===== src/rtl/pb_event_ctrl.sv =====
// Multi-channel push-button front end.
// Each channel synchronizes its raw pin and debounces press and release.
// It then holds a debounced level and raises single-cycle press, release,
// long-press and auto-repeat events. Channels share no state.
module pb_event_ctrl #(
    parameter int NUM_PB        = 4,
    parameter int SYNC_STAGES   = 2,
    parameter int DB_CYCLES     = 16,
    parameter int LONG_CYCLES   = 1000000,
    parameter int REPEAT_CYCLES = 250000,
    parameter int ACTIVE_LOW    = 1
) (
    input  logic              clk,
    input  logic              rst_n,
    input  logic [NUM_PB-1:0] PB,
    output logic [NUM_PB-1:0] pressed,
    output logic [NUM_PB-1:0] press_pulse,
    output logic [NUM_PB-1:0] release_pulse,
    output logic [NUM_PB-1:0] long_pulse,
    output logic [NUM_PB-1:0] repeat_pulse
);

    // Pin level while the button is released; also the synchronizer reset value.
    localparam logic IDLE_LVL = (ACTIVE_LOW != 0);

    localparam int DB_W     = $clog2(DB_CYCLES);
    localparam int HOLD_MAX = LONG_CYCLES + REPEAT_CYCLES;
    localparam int HOLD_W   = $clog2(HOLD_MAX + 1);

    localparam logic [DB_W-1:0]   DB_ONE    = DB_W'(1);
    localparam logic [DB_W-1:0]   DB_LAST   = DB_W'(DB_CYCLES - 1);
    localparam logic [HOLD_W-1:0] HOLD_ONE  = HOLD_W'(1);
    localparam logic [HOLD_W-1:0] HOLD_LAST = HOLD_W'(HOLD_MAX);
    localparam logic [HOLD_W-1:0] LONG_PRE  = HOLD_W'(LONG_CYCLES - 1);
    // After a repeat at HOLD_MAX the count restarts just past LONG_CYCLES.
    // The next HOLD_MAX is then exactly REPEAT_CYCLES edges later.
    localparam logic [HOLD_W-1:0] WRAP_V    = HOLD_W'(LONG_CYCLES + 1);

    typedef enum logic [1:0] {
        S_IDLE   = 2'd0,
        S_CHK_DN = 2'd1,
        S_HELD   = 2'd2,
        S_CHK_UP = 2'd3
    } pb_state_t;

    for (genvar i = 0; i < NUM_PB; i++) begin : g_ch
        logic [SYNC_STAGES-1:0] sync_q;
        logic                   act;
        pb_state_t              state_q, state_d;
        logic [DB_W-1:0]        db_q, db_d;
        logic [HOLD_W-1:0]      hold_q, hold_d, hold_inc;
        logic                   pressed_q, press_q, release_q, long_q, repeat_q;
        logic                   pressed_d, press_d, release_d, long_d, repeat_d;

        // Shift the raw pin through the synchronizer chain; reset to idle level.
        always_ff @(posedge clk or negedge rst_n) begin
            if (!rst_n) begin
                sync_q <= {SYNC_STAGES{IDLE_LVL}};
            end else begin
                sync_q <= {sync_q[SYNC_STAGES-2:0], PB[i]};
            end
        end

        // act is 1 while the synchronized pin shows the pressed level.
        assign act = sync_q[SYNC_STAGES-1] ^ IDLE_LVL;

        // Saturating or wrapping increment of the hold counter.
        always_comb begin
            hold_inc = hold_q;
            if (hold_q != HOLD_LAST) begin
                hold_inc = hold_q + HOLD_ONE;
            end else if (REPEAT_CYCLES > 0) begin
                hold_inc = WRAP_V;
            end else begin
                hold_inc = HOLD_LAST;
            end
        end

        // State register, counters and registered event outputs.
        always_ff @(posedge clk or negedge rst_n) begin
            if (!rst_n) begin
                state_q   <= S_IDLE;
                db_q      <= '0;
                hold_q    <= '0;
                pressed_q <= 1'b0;
                press_q   <= 1'b0;
                release_q <= 1'b0;
                long_q    <= 1'b0;
                repeat_q  <= 1'b0;
            end else begin
                state_q   <= state_d;
                db_q      <= db_d;
                hold_q    <= hold_d;
                pressed_q <= pressed_d;
                press_q   <= press_d;
                release_q <= release_d;
                long_q    <= long_d;
                repeat_q  <= repeat_d;
            end
        end

        // Next-state and counter logic of the debounce / hold FSM.
        always_comb begin
            state_d = state_q;
            db_d    = db_q;
            hold_d  = hold_q;
            case (state_q)
                S_IDLE: begin
                    hold_d = '0;
                    if (act) begin
                        state_d = S_CHK_DN;
                        db_d    = DB_ONE;
                    end else begin
                        db_d = '0;
                    end
                end
                S_CHK_DN: begin
                    if (!act) begin
                        state_d = S_IDLE;
                        db_d    = '0;
                    end else if (db_q == DB_LAST) begin
                        state_d = S_HELD;
                        db_d    = '0;
                        hold_d  = '0;
                    end else begin
                        db_d = db_q + DB_ONE;
                    end
                end
                S_HELD: begin
                    hold_d = hold_inc;
                    if (!act) begin
                        state_d = S_CHK_UP;
                        db_d    = DB_ONE;
                    end
                end
                S_CHK_UP: begin
                    if (act) begin
                        state_d = S_HELD;
                        db_d    = '0;
                    end else if (db_q == DB_LAST) begin
                        state_d = S_IDLE;
                        db_d    = '0;
                        hold_d  = '0;
                    end else begin
                        db_d = db_q + DB_ONE;
                    end
                end
                default: begin
                    state_d = S_IDLE;
                    db_d    = '0;
                    hold_d  = '0;
                end
            endcase
        end

        // Event decode; the results are registered with the state.
        always_comb begin
            pressed_d = (state_d == S_HELD) || (state_d == S_CHK_UP);
            press_d   = (state_q == S_CHK_DN) && (state_d == S_HELD);
            release_d = (state_q == S_CHK_UP) && (state_d == S_IDLE);
            long_d    = (state_q == S_HELD) && (hold_q == LONG_PRE);
            repeat_d  = (REPEAT_CYCLES > 0) && (state_q == S_HELD) &&
                        (hold_inc == HOLD_LAST);
        end

        assign pressed[i]       = pressed_q;
        assign press_pulse[i]   = press_q;
        assign release_pulse[i] = release_q;
        assign long_pulse[i]    = long_q;
        assign repeat_pulse[i]  = repeat_q;
    end

endmodule

===== config.mk =====
export PLATFORM = sky130hd
export DESIGN_NAME = pb_event_ctrl
export DESIGN_NICKNAME = d
export VERILOG_FILES = /design/src/rtl/pb_event_ctrl.sv
export SDC_FILE = /design/constraint.sdc
export NUM_CORES = 1
export LEC_CHECK = 0
export ABC_AREA = 1
export CORE_ASPECT_RATIO = 0.75
export CORE_MARGIN = 4
export CORE_UTILIZATION = 67
export DETAILED_ROUTE_END_ITERATION = 7
export HOLD_SLACK_MARGIN = 0.05
export PLACE_DENSITY = 0.9
export SYNTH_ARGS = -nofsm -noshare
export SYNTH_HDL_FRONTEND = slang
export SYNTH_SLANG_ARGS = --single-unit

===== constraint.sdc =====
create_clock -name clk -period 3.4 [get_ports clk]
set_input_delay 0.85 -clock clk [delete_from_list [all_inputs] [get_ports clk]]
set_output_delay 0.85 -clock clk [all_outputs]
set_load 0.01 [all_outputs]

-- After elaboration in Yosys (flattened, before gate mapping)
Index checks and enable logic that the tools add are counted.
- logic and storage cells: 196
- output and inout bits: 20
- register bits: 136
- muxes and demuxes: 72
- reduce and logical (&&, ||, !) cells: 32
- equal/unequal tests: 48
- add/sub/neg operators: 8
- operators by type and width (operator ; count):
    2-to-1 mux 21 bit ; 16
    one-hot mux 21 bit (4 select lines) ; 4
    adder 21 x 1 -> 21 bit, second input constant ; 4
    equality test 21 x 20 -> 1 bit, second input constant ; 4
    equality test 21 bit, second input constant ; 4
    != test 21 bit, second input constant ; 4
    2-to-1 mux 4 bit ; 16
    one-hot mux 4 bit (4 select lines) ; 4
    2-to-1 mux 2 bit ; 24
    equality test 2 bit, second input constant ; 16
    one-hot mux 2 bit (4 select lines) ; 4
    != test 2 bit, second input constant ; 12
    adder 4 x 1 -> 4 bit, second input constant ; 4
    equality test 4 bit, second input constant ; 4
    logical AND 1 bit ; 16
    zero test 2 bit ; 8
    equality test 2 x 1 -> 1 bit, second input constant ; 4
    AND reduction 2 bit ; 4
    logical OR 1 bit ; 4
    2-to-1 mux 1 bit ; 4

-- Longest topological paths before layout
Gate-level depths: netlist of the first run.
- depth after elaboration: 6
- gate-level depth with buffers: 12
- gate-level depth less buffers: 12

-- Least setup slack after synthesis of the first run
OpenSTA, ideal clock, no wires.
- path type: register to register
- start: register g_ch[3].hold_q[0]
- end: register g_ch[3].repeat_q
- buffers on the path: 0
- data arrival time: 1545 ps
- slack: 1784 ps
- setup time: 71 ps
- cell stages (with the launch flop): 11
- data required time: 3329 ps
- cells stage by stage: dfrtp_1 > inv_1 > ha_1 > or2_2 > nor2_1 > nand3_1 > nor2_1 > nand2_1 > nor2_1 > nand3_1 > nor2_1
- word-level cells in the longest chain between the ends: 4
- elaborated cells on any way between the ends: 5
- ends and longest elaborated chain (item ; line ; text):
    start: declaration ; 51 ; logic [HOLD_W-1:0] hold_q, hold_d, hold_inc;
    start signal: assignment ; 93 ; hold_q <= hold_d;
    adder 21 x 1 -> 21 bit or != test 21 bit (tied branches) ; 71, 70 ;
    2-to-1 mux 21 bit (*) ; 70 ; if (hold_q != HOLD_LAST) begin
    equality test 21 bit (*) ; 163 ; (hold_inc == HOLD_LAST);
    logical AND 1 bit (*) ; 162 ; repeat_d = (REPEAT_CYCLES > 0) && (state_q == S_HELD) &&
    via g_ch[3].repeat_d ; 53 ; logic pressed_d, press_d, release_d, long_d, repeat_d;
    end signal: assignment ; 98 ; repeat_q <= repeat_d;
    end: declaration ; 52 ; logic pressed_q, press_q, release_q, long_q, repeat_q;
The timed path passes the listed nets; every way through them passes the cells marked *.
A chain may end at the register's enable or synchronous reset.

-- Final worst setup path of the first run
- start: register g_ch[0].pressed_q
- end: output pressed[0]
- RTL lines (item ; line ; text):
    start: declaration ; 52 ;
    start signal: assignment ; 94 ; pressed_q <= pressed_d;
    end: declaration ; 16 ; output logic [NUM_PB-1:0] pressed,
No word-level cell between the ends.

==> run_results.csv, run 1 <==
group,metric,value,unit
outcome,status,"finished clean",
clock_tree,worstSkewPairLatency,420,ps
timing,hold_slack,356,ps
global_route,antenna_found_initial,0,
finish,syn_to_final_growth,11.2,%
logic_synthesis,synth_seq_area_share,41.2,%
logic_synthesis,synth.most_common_cell,"nand2_1",
global_route,grt.overflow.total,0,
die,dieHeight,103,um
critical_path,path_cells,"clkdlybuf4s50_1",
logic_synthesis,synth_edf_count,0,
clock_tree,htreeDepth,4,
die,die_w,135,um
critical_path,max_stage_delay,610,ps
logic_synthesis,yosysWarnings,0,
clock_tree,postCtsSetupRepairBufs,0,
placed_design,place_congestion,0.988,
die,std_cell_rows,34,
global_route,grt_use_met3,7.54,%
die,ios,26,
timing,hold_viol,0,
finish,drive_above_1_share,7.25,%
job,drv_cap,0,
detailed_routing,dr.pass1.iters,7,
finish,fin_nets,1177,
clock_tree,cts_made_buffers,17,
timing,timing.slew.headroom,61.9,%
clock_tree,clockRootBuffer,"clkbuf_16",
timing,slew_viol_final,0,
min_path,hold_path_class,"reg2reg",
global_route,met1_usage,44.0,%
timing,tightest_slew,566,ps
critical_path,rr_endpoint,"g_ch[0].repeat_q$_DFF_PN0_",
logic_synthesis,synth_area,8110,um^2
finish,antenna_cells,0,
placed_design,io_buffers,25,
critical_path,critPathMaxFanout,5,
logic_synthesis,synth_seq_cells,133,
critical_path,crit_type,"reg2out",
timing,setup_viol,0,
placed_design,hpwl,14.4,mm
global_route,grt_first_pass_wirelength,35.0,mm
clock_tree,clk_pin_slew,60,ps
critical_path,cp_top_family,"buffers and inverters",
timing,fin_setup_tns,0,ps
timing,max_freq,437,MHz
detailed_routing,vias,8009,
critical_path,r2r_start,"g_ch[0].pressed_q$_DFF_PN0_",
power,irDropWorstVdd,0.414,mV
clock_tree,clock_sinks,133,
logic_synthesis,synth_area_leaders,"dfrtp_1, nand2_1, nor2_1, inv_1, nand3_1",
global_route,globalRouteTotalUtil,31.2,%
critical_path,crit_required,2550,ps
critical_path,cp-end-kind,"output port",
detailed_routing,drtIter0Drc,1193,
timing,finalCriticalPeriod,2290,ps
logic_synthesis,syn-num-nets,1157,
logic_synthesis,syn_area_per_cell,7.12,um^2
critical_path,critical_path.slowest_cell,"clkdlybuf4s50_1",
global_route,grt_pass1_vias,7362,
logic_synthesis,async_reset_ff_share,100,%
die,dieArea,13900,um^2
min_path,worstHoldPathCells,0,
critical_path,cp.arrival,1440,ps
power,p_leak,3.90,nW
global_route,use_met2,47.5,%
detailed_routing,drt_wl_total,20.8,mm
global_route,grt-busiest-layer,"met2",
critical_path,reg2reg_slack,1330,ps
min_path,hp-start,"g_ch[3].sync_q[0]$_DFF_PN1_",
power,power-per-cell-area,396,nW/um^2
clock_tree,cts.hold.buffers_added,0,
timing,rsz0062_at_grt,"false",
logic_synthesis,yosysTopAreaCellShare,38.6,%
clock_tree,clockBufferDepth,2,
detailed_routing,drc,0,
detailed_routing,ant_nets,0,
critical_path,reg2reg_depth,8,
die,start_util,69.3,%
logic_synthesis,yosys-top-cells-count,"nand2_1, nor2_1, inv_1",
logic_synthesis,ys.flop_type,"dfrtp_1",
clock_tree,cts_tree,"yes",
critical_path,startpoint_type,"register",
timing,finalClockSkew,8.88,ps
timing,period_share,67.3,%
global_route,grt_start_max_net_pins,55,
die,core-area,11700,um^2
min_path,min_to,"g_ch[3].sync_q[1]$_DFF_PN1_",
critical_path,crit_buf_inv,1,
logic_synthesis,yosys.area.top_type,"dfrtp_1",
detailed_routing,avgViaCountPerCell,6.00,
logic_synthesis,synthCells,1139,
clock_tree,ctsResizeCount,0,
detailed_routing,wl_per_cell,15.6,um
logic_synthesis,ys_types,34,
layout by cell type (no fill, tap or decap), types with 2 or more instances in the layout:
cell type        netlist  layout
nand2_1              279     279
nor2_1               169     169
inv_1                146     146
dfrtp_1              125     125
nand3_1              109     109
o21ai_0               78      74
o22ai_1               34      34
xor2_1                30      30
nand4_1               28      28
clkdlybuf4s50_1        0      24
clkbuf_16              0      17
nor2_2                16      16
nor3_1                15      15
ha_1                  12      12
nor4_1                11      11
buf_4                 20       9
dfstp_2                8       8
nor2_4                 6       6
xnor2_1                5       5
nand2_2                5       5
o32ai_1                5       5
clkinv_2               0       5
inv_2                  4       4
o21ai_1                0       4
a21oi_1                4       4
a31oi_1                3       3
clkinv_4               0       3
bufinv_16              0       3
nand3_2                2       2
nand3b_1               2       2
or2_2                  2       2
o31ai_1                2       2
clkbuf_1              10       2
state kept, by name (all words and copies together) (netlist names):
name,cells
g_ch.hold_q,84
g_ch.pressed_q,4
g_ch.db_q,16
g_ch.release_q,4
g_ch.sync_q,8
g_ch.repeat_q,4
g_ch.long_q,4
g_ch.state_q,5
g_ch.press_q,4
kinds of logic after synthesis:
logic type / Yosys count / share of synthesized area (%)
and+or+nand+nor: 649 / 35.0
buffers and inverters: 183 / 9.45
DFF: 133 / 41.2
AOI/OAI and AO/OA: 127 / 8.77
xor gates and xnor gates: 35 / 3.78
adders and majority gates: 12 / 1.85
routing by layer:
metal,share of wire [%],routed length [um]
met5,0,0
met1,42,8800
met2,44,9070
met4,2.7,552
met3,11,2380
power breakdown:
| group | switching, mW | total (mW) | internal [mW] |
|---|---|---|---|
| clock | 0.714 | 1.87 | 1.15 |
| combinational | 0.0642 | 0.0857 | 0.0215 |
| sequential | 0.0136 | 1.61 | 1.60 |
metrics by stage:
step	setup slack [ps]	power [mW]	cells	utilization (%)	instance area (um^2)
after floorplan	1780	1.67	1139	-	8110
after global placement	1540	1.72	1302	72.0	8420
after detailed placement	1410	1.73	1302	72.0	8420
after CTS	1090	3.57	1334	77.1	9010
after global routing	1060	3.67	1334	77.1	9010
final	1110	3.57	1334	77.1	9010
worst max-delay path by stage:
stage / cells past startpoint / startpoint / slack (ps) / end
4_1_cts: 1 / g_ch[0].pressed_q$_DFF_PN0_ / 1090 / pressed[0]
3_3_place_gp: 1 / g_ch[0].pressed_q$_DFF_PN0_ / 1540 / pressed[0]
6_report: 1 / g_ch[0].pressed_q$_DFF_PN0_ / 1110 / pressed[0]
2_1_floorplan: 10 / g_ch[3].hold_q[0]$_DFFE_PN0P_ / 1780 / g_ch[3].repeat_q$_DFF_PN0_
5_1_grt: 1 / g_ch[2].pressed_q$_DFF_PN0_ / 1060 / pressed[2]
3_5_place_dp: 8 / g_ch[0].pressed_q$_DFF_PN0_ / 1410 / g_ch[0].repeat_q$_DFF_PN0_
cell type report:
| cell class | count | area (um^2) |
|---|---|---|
| repair buffers | 34 | 319 |
| multi-input cells | 823 | 4000 |
| clock inverters | 13 | 158 |
| clock buffers | 19 | 433 |
| inverters | 150 | 563 |
| well taps | 162 | 203 |
| flip-flops and latches | 133 | 3340 |
| fillers | 810 | 2680 |
(Power assumes the default switching activity.)
==> inputs of run 2 (changes only) <==
--- a/config.mk
+++ b/config.mk
@@ -8,10 +8,10 @@
 export ABC_AREA = 1
 export CORE_ASPECT_RATIO = 0.75
 export CORE_MARGIN = 4
-export CORE_UTILIZATION = 67
+export CORE_UTILIZATION = 56
 export DETAILED_ROUTE_END_ITERATION = 7
 export HOLD_SLACK_MARGIN = 0.05
-export PLACE_DENSITY = 0.9
+export PLACE_DENSITY = 0.81
 export SYNTH_ARGS = -nofsm -noshare
 export SYNTH_HDL_FRONTEND = slang
 export SYNTH_SLANG_ARGS = --single-unit
==> constraint.sdc (replaced) <==
create_clock -name clk -period 2.01 [get_ports clk]
set_input_delay 0.5025 -clock clk [delete_from_list [all_inputs] [get_ports clk]]
set_output_delay 0.5025 -clock clk [all_outputs]
set_load 0.01 [all_outputs]
==> run_results.csv, run 2 (synthesized netlist as in run 1, its figures left out) <==
group,metric,value,unit
critical_path,crit_type,"reg2out",
power,p_switching,1.31,mW
power,power,6.01,mW
die,start_util,58.2,%
clock_tree,cts_made_buffers,17,
die,die_w,147,um
detailed_routing,ant_nets,0,
clock_tree,clk_pin_slew,60,ps
timing,rsz0062_at_grt,"false",
clock_tree,htreeDepth,4,
timing,period_share,97.9,%
timing,fin_ws,41.7,ps
detailed_routing,drc,0,
detailed_routing,top_layer_used,"met4",
placed_design,hpwl,14.8,mm
critical_path,cp.arrival,1470,ps
critical_path,reg2reg_slack,180,ps
detailed_routing,avgViaCountPerCell,5.60,
critical_path,critPathMaxFanout,5,
timing,fin_setup_tns,0,ps
detailed_routing,drtIter0Drc,944,
detailed_routing,vias,7717,
detailed_routing,wl_met1,9.80,mm
critical_path,path_cells,"clkdlybuf4s50_1",
finish,regMostFlops,"g_ch.hold_q",
critical_path,max_stage_delay,610,ps
finish,syn_to_final_growth,13.2,%
power,p_leak,3.95,nW
global_route,grt_start_max_net_pins,44,
power,irDropWorstVdd,0.596,mV
finish,final_cells,1377,
timing,tightest_slew,459,ps
critical_path,rr_endpoint,"g_ch[1].repeat_q$_DFF_PN0_",
clock_tree,cts_tree,"yes",
detailed_routing,drt_wl_total,20.3,mm
finish,layout_common_cells,"nand2_1, nor2_1, inv_1",
die,dieHeight,112,um
critical_path,critical_path.slowest_cell,"clkdlybuf4s50_1",
timing,setup_viol,0,
critical_path,cp-end-kind,"output port",
power,p_comb_share,2.6,%
critical_path,crit_required,1510,ps
critical_path,r2r_start,"g_ch[1].hold_q[0]$_DFFE_PN0P_",
timing,slew_viol_final,0,
placed_design,post-place-cells,1344,
die,core-area,13900,um^2
timing,hold_viol,0,
global_route,antenna_found_initial,0,
placed_design,pre_cts_slack,66.6,ps
critical_path,endpoint,"pressed[2]",
global_route,globalRouteTotalUtil,25.1,%
clock_tree,clockRootBuffer,"clkbuf_16",
power,pwr-share-seq,45.4,%
die,std_cell_rows,37,
detailed_routing,wl_met2,8.39,mm
power,p_int,4.71,mW
placed_design,io_buffers,25,
finish,top_regs,"g_ch.hold_q x84, g_ch.db_q x16, g_ch.sync_q x8",
clock_tree,clock_sinks,133,
finish,fin_nets,1187,
finish,drive_above_1_share,8.38,%
global_route,grt_first_pass_wirelength,34.0,mm
timing,hold_slack,349,ps
timing,finalCriticalPeriod,1970,ps
power,clockPowerShare,52.0,%
timing,max_freq,508,MHz
detailed_routing,dr.pass1.iters,6,
critical_path,cp_top_family,"buffers and inverters",
detailed_routing,met3_length,1.92,mm
timing,finalClockSkew,10.3,ps
global_route,grt.overflow.total,0,
outcome,status,"finished clean",
finish,largest_register_ffs,84,
critical_path,cp_num_cells,1,
finish,mostFrequentLayoutCell,"nand2_1",
global_route,grt_pass1_vias,7058,
job,drv_cap,0,
power,p_sw_share,21.7,%
die,dieArea,16500,um^2
die,ios,26,
clock_tree,clockBufferDepth,2,
critical_path,reg2reg_depth,9,
critical_path,crit_buf_inv,1,
clock_tree,postCtsSetupRepairBufs,0,
critical_path,critPathLaunch,"g_ch[2].pressed_q$_DFF_PN0_",
finish,antenna_cells,0,
detailed_routing,wl_per_cell,14.8,um
power,power-per-cell-area,655,nW/um^2
min_path,hold_path_class,"reg2reg",
placed_design,place_congestion,0.990,
timing,timing.slew.headroom,69.4,%
clock_tree,worstSkewPairLatency,430,ps
critical_path,startpoint_type,"register",
==> run 2: changes by cell type in the layout (fill, tap and decap cells not counted), sizes merged <==
cell / delta
bufinv: -1
clkinv: -4
clkbuf: +5
inv: -1
clkinvlp: +1
buf: +9
dlygate4sd3: +1
==> run 2: worst min path at each step <==
| stage | depth (start not counted) | startpoint | slack (ps) | to |
|---|---|---|---|---|
| detailed placement | 0 | g_ch[1].sync_q[0]$_DFF_PN1_ | 350 | g_ch[1].sync_q[1]$_DFF_PN1_ |
| floorplan | 0 | rst_n | 210 | g_ch[0].db_q[0]$_DFFE_PN0P_ |
| finish | 0 | g_ch[0].sync_q[0]$_DFF_PN1_ | 350 | g_ch[0].sync_q[1]$_DFF_PN1_ |
| CTS | 0 | g_ch[0].sync_q[0]$_DFF_PN1_ | 350 | g_ch[0].sync_q[1]$_DFF_PN1_ |
| global placement | 0 | g_ch[2].sync_q[0]$_DFF_PN1_ | 350 | g_ch[2].sync_q[1]$_DFF_PN1_ |
| global route | 0 | g_ch[0].sync_q[0]$_DFF_PN1_ | 360 | g_ch[0].sync_q[1]$_DFF_PN1_ |
==> run 2: final cells by class <==
cell class / count / area (um^2)
Fill cell: 1174 / 4760
Multi-Input combinational cell: 823 / 4020
Sequential cell: 133 / 3340
Inverter: 150 / 563
Clock buffer: 24 / 492
Timing Repair Buffer: 44 / 422
Tap cell: 195 / 244
Clock inverter: 8 / 98.8
==> run 2: routing by layer <==
layer / vias up / GRT usage (%)
li1: 3755 / -
met1: 3565 / 38.6
met4: 0 / 6.02
met3: 28 / 7.06
met2: 369 / 35.2
met5: - / 0
==> run 2: repair_timing <==
| action | 4_1_cts | 5_1_grt |
|---|---|---|
| hold buffers | 1 | 0 |
| endpoints found under the hold margin | 36 | 0 |
| gates resized for setup | 0 | 7 |
| setup endpoints to repair | 0 | 11 |
==> run 2: power by group through the flow <==
stage | Clock, mW | Combinational (mW) | Sequential (mW)
global placement | 0 | 0.156 | 2.78
finish | 3.13 | 0.156 | 2.73
CTS | 3.15 | 0.160 | 2.73
detailed placement | 0 | 0.158 | 2.78
floorplan | 0 | 0.0560 | 2.77
global route | 3.30 | 0.180 | 2.73
==> run 2: through the flow <==
step                      cell area [um^2]  utilization [%]
after detailed placement              8560             61.4
after global placement                8560             61.4
after floorplan                       8110                -
after CTS                             9160             65.7
final                                 9180             65.9
after global routing                  9180             65.9
==> inputs of run 3 (changes only) <==
--- a/config.mk
+++ b/config.mk
@@ -10,6 +10,7 @@
 export CORE_MARGIN = 4
 export CORE_UTILIZATION = 56
 export DETAILED_ROUTE_END_ITERATION = 7
+export GPL_TIMING_DRIVEN = 0
 export HOLD_SLACK_MARGIN = 0.05
 export PLACE_DENSITY = 0.81
 export SYNTH_ARGS = -nofsm -noshare
==> run_results.csv, run 3 (synthesized netlist as in run 1, its figures left out) <==
group,metric,value,unit
clock_tree,clockRootBuffer,"clkbuf_16",
finish,regMostFlops,"g_ch.hold_q",
finish,drive_above_1_share,9.82,%
die,core-area,13900,um^2
finish,fin_nets,1207,
job,drv_cap,0,
clock_tree,clock_sinks,133,
clock_tree,cts_tree,"yes",
placed_design,io_buffers,25,
critical_path,r2r_start,"g_ch[1].hold_q[0]$_DFFE_PN0P_",
min_path,hp-start,"g_ch[3].sync_q[0]$_DFF_PN1_",
critical_path,cp-end-kind,"output port",
timing,timing.slew.headroom,62.7,%
timing,max_freq,505,MHz
placed_design,place_congestion,0.981,
critical_path,crit_type,"reg2out",
finish,utilization,67.1,%
detailed_routing,avgViaCountPerCell,5.64,
placed_design,post-place-cells,1360,
placed_design,hpwl,15.0,mm
global_route,grt_pass1_vias,7361,
timing,tightest_slew,559,ps
finish,syn_to_final_growth,15.4,%
finish,final_cells,1397,
global_route,grt.overflow.total,0,
timing,slew_viol_final,0,
die,std_cell_rows,37,
power,p_comb_share,2.4,%
detailed_routing,drt_wl_total,21.1,mm
power,power-per-cell-area,681,nW/um^2
timing,period_share,98.5,%
power,irDropWorstVdd,0.600,mV
critical_path,critPathLaunch,"g_ch[0].pressed_q$_DFF_PN0_",
critical_path,critical_path.slowest_cell,"clkdlybuf4s50_1",
critical_path,reg2reg_depth,11,
global_route,antenna_found_initial,0,
detailed_routing,dr.pass1.iters,6,
die,start_util,58.2,%
global_route,globalRouteTotalUtil,26.3,%
clock_tree,worstSkewPairLatency,430,ps
critical_path,cp.arrival,1480,ps
min_path,min_to,"g_ch[3].sync_q[1]$_DFF_PN1_",
power,p_leak,4.06,nW
detailed_routing,ant_nets,0,
power,clockPowerShare,54.8,%
die,die_w,147,um
die,dieHeight,112,um
clock_tree,cts_made_buffers,17,
placed_design,dpl_cell_area,8630,um^2
detailed_routing,vias,7876,
detailed_routing,drtIter0Drc,806,
finish,largest_register_ffs,84,
clock_tree,htreeDepth,4,
detailed_routing,wl_per_cell,15.1,um
timing,hold_viol,0,
min_path,hold_path_class,"reg2reg",
global_route,grt_first_pass_wirelength,35.6,mm
timing,finalClockSkew,10.6,ps
timing,setup_viol,0,
critical_path,crit_required,1510,ps
clock_tree,clk_pin_slew,60,ps
critical_path,reg2reg_slack,70,ps
critical_path,max_stage_delay,540,ps
finish,mostFrequentLayoutCell,"nand2_1",
critical_path,path_cells,"buf_4, clkdlybuf4s50_1",
die,ios,26,
outcome,status,"finished clean",
finish,fin_area,9360,um^2
min_path,worstHoldPathCells,0,
critical_path,critPathMaxFanout,2,
power,p_switching,1.39,mW
detailed_routing,drc,0,
timing,finalCriticalPeriod,1980,ps
power,p_sw_share,21.8,%
die,dieArea,16500,um^2
critical_path,startpoint_type,"register",
power,pwr-share-seq,42.8,%
finish,top_regs,"g_ch.hold_q x84, g_ch.db_q x16, g_ch.sync_q x8",
clock_tree,clockBufferDepth,2,
global_route,grt_start_max_net_pins,93,
critical_path,rr_endpoint,"g_ch[1].repeat_q$_DFF_PN0_",
finish,antenna_cells,0,
finish,n_fill_cell,1156,
power,p_int,4.99,mW
finish,layout_common_cells,"nand2_1, nor2_1, inv_1",
-- run 3: changes by cell type in the layout (fill, tap and decap cells not counted), sizes merged --
cell / delta
bufinv: +3
clkbuf: +6
buf: +10
inv: +2
clkinv: -1
-- run 3: what timing repair did --
action                                  CTS  global route
cloned                                    0             0
endpoints found under the hold margin    39             0
resized for setup                         1            21
endpoints found under the setup margin    4            47
hold buffers                              1             0
setup buffers                             3             1
-- run 3: worst max-delay path, delay by kind of cell (launching register included) --
kind	cells	cell delay, ps
buf+inv	2	670
flops	1	390
-- run 3: worst max-delay path by stage --
stage	endpoint	slack, ps	cells after the start
6_report	pressed[0]	30	2
5_1_grt	g_ch[1].repeat_q$_DFF_PN0_	-50	11
4_1_cts	pressed[0]	30	2
3_5_place_dp	g_ch[2].repeat_q$_DFF_PN0_	70	11
3_3_place_gp	g_ch[1].hold_q[16]$_DFFE_PN0P_	-4790	1
2_1_floorplan	g_ch[3].repeat_q$_DFF_PN0_	390	10
-- run 3: final cells by class --
type	count	area, um^2	share of cell area (%)
clock buffer	20	447	4.77
buffer	33	210	2.25
multi-input combinational	823	4030	43.1
tap	195	244	2.61
inverter	150	563	6.02
timing repair buffer	31	319	3.41
sequential	133	3340	35.7
clock inverter	12	201	2.15
-- run 3: per-stage QoR --
| step | worst slack [ps] | hold WS (ps) | total power [mW] | TNS [ps] |
|---|---|---|---|---|
| floorplan | 394 | 207 | 2.83 | 0 |
| global placement | -4790 | 347 | 2.92 | -621040 |
| detailed placement | 65.2 | 347 | 2.93 | 0 |
| CTS | 29.1 | 356 | 6.39 | 0 |
| global route | -48.6 | 358 | 6.56 | -81.2 |
| finish | 30.2 | 356 | 6.37 | 0 |
-- run 3: per-layer routing --
| metal | global-route usage, % | wire (um) | vias to the layer above |
|---|---|---|---|
| li1 | - | - | 3783 |
| met1 | 38.3 | 10000 | 3675 |
| met2 | 39.4 | 9000 | 376 |
| met3 | 5.81 | 1670 | 42 |
| met4 | 8.01 | 354 | 0 |
| met5 | 0 | 0 | - |
-- run 3: power groups by stage --
stage               clock network [mW]  registers, mW  logic [mW]
CTS                               3.50           2.73       0.154
finish                            3.49           2.73       0.151
detailed placement                   0           2.78       0.152
global route                      3.65           2.73       0.174
floorplan                            0           2.77      0.0560
global placement                     0           2.78       0.140
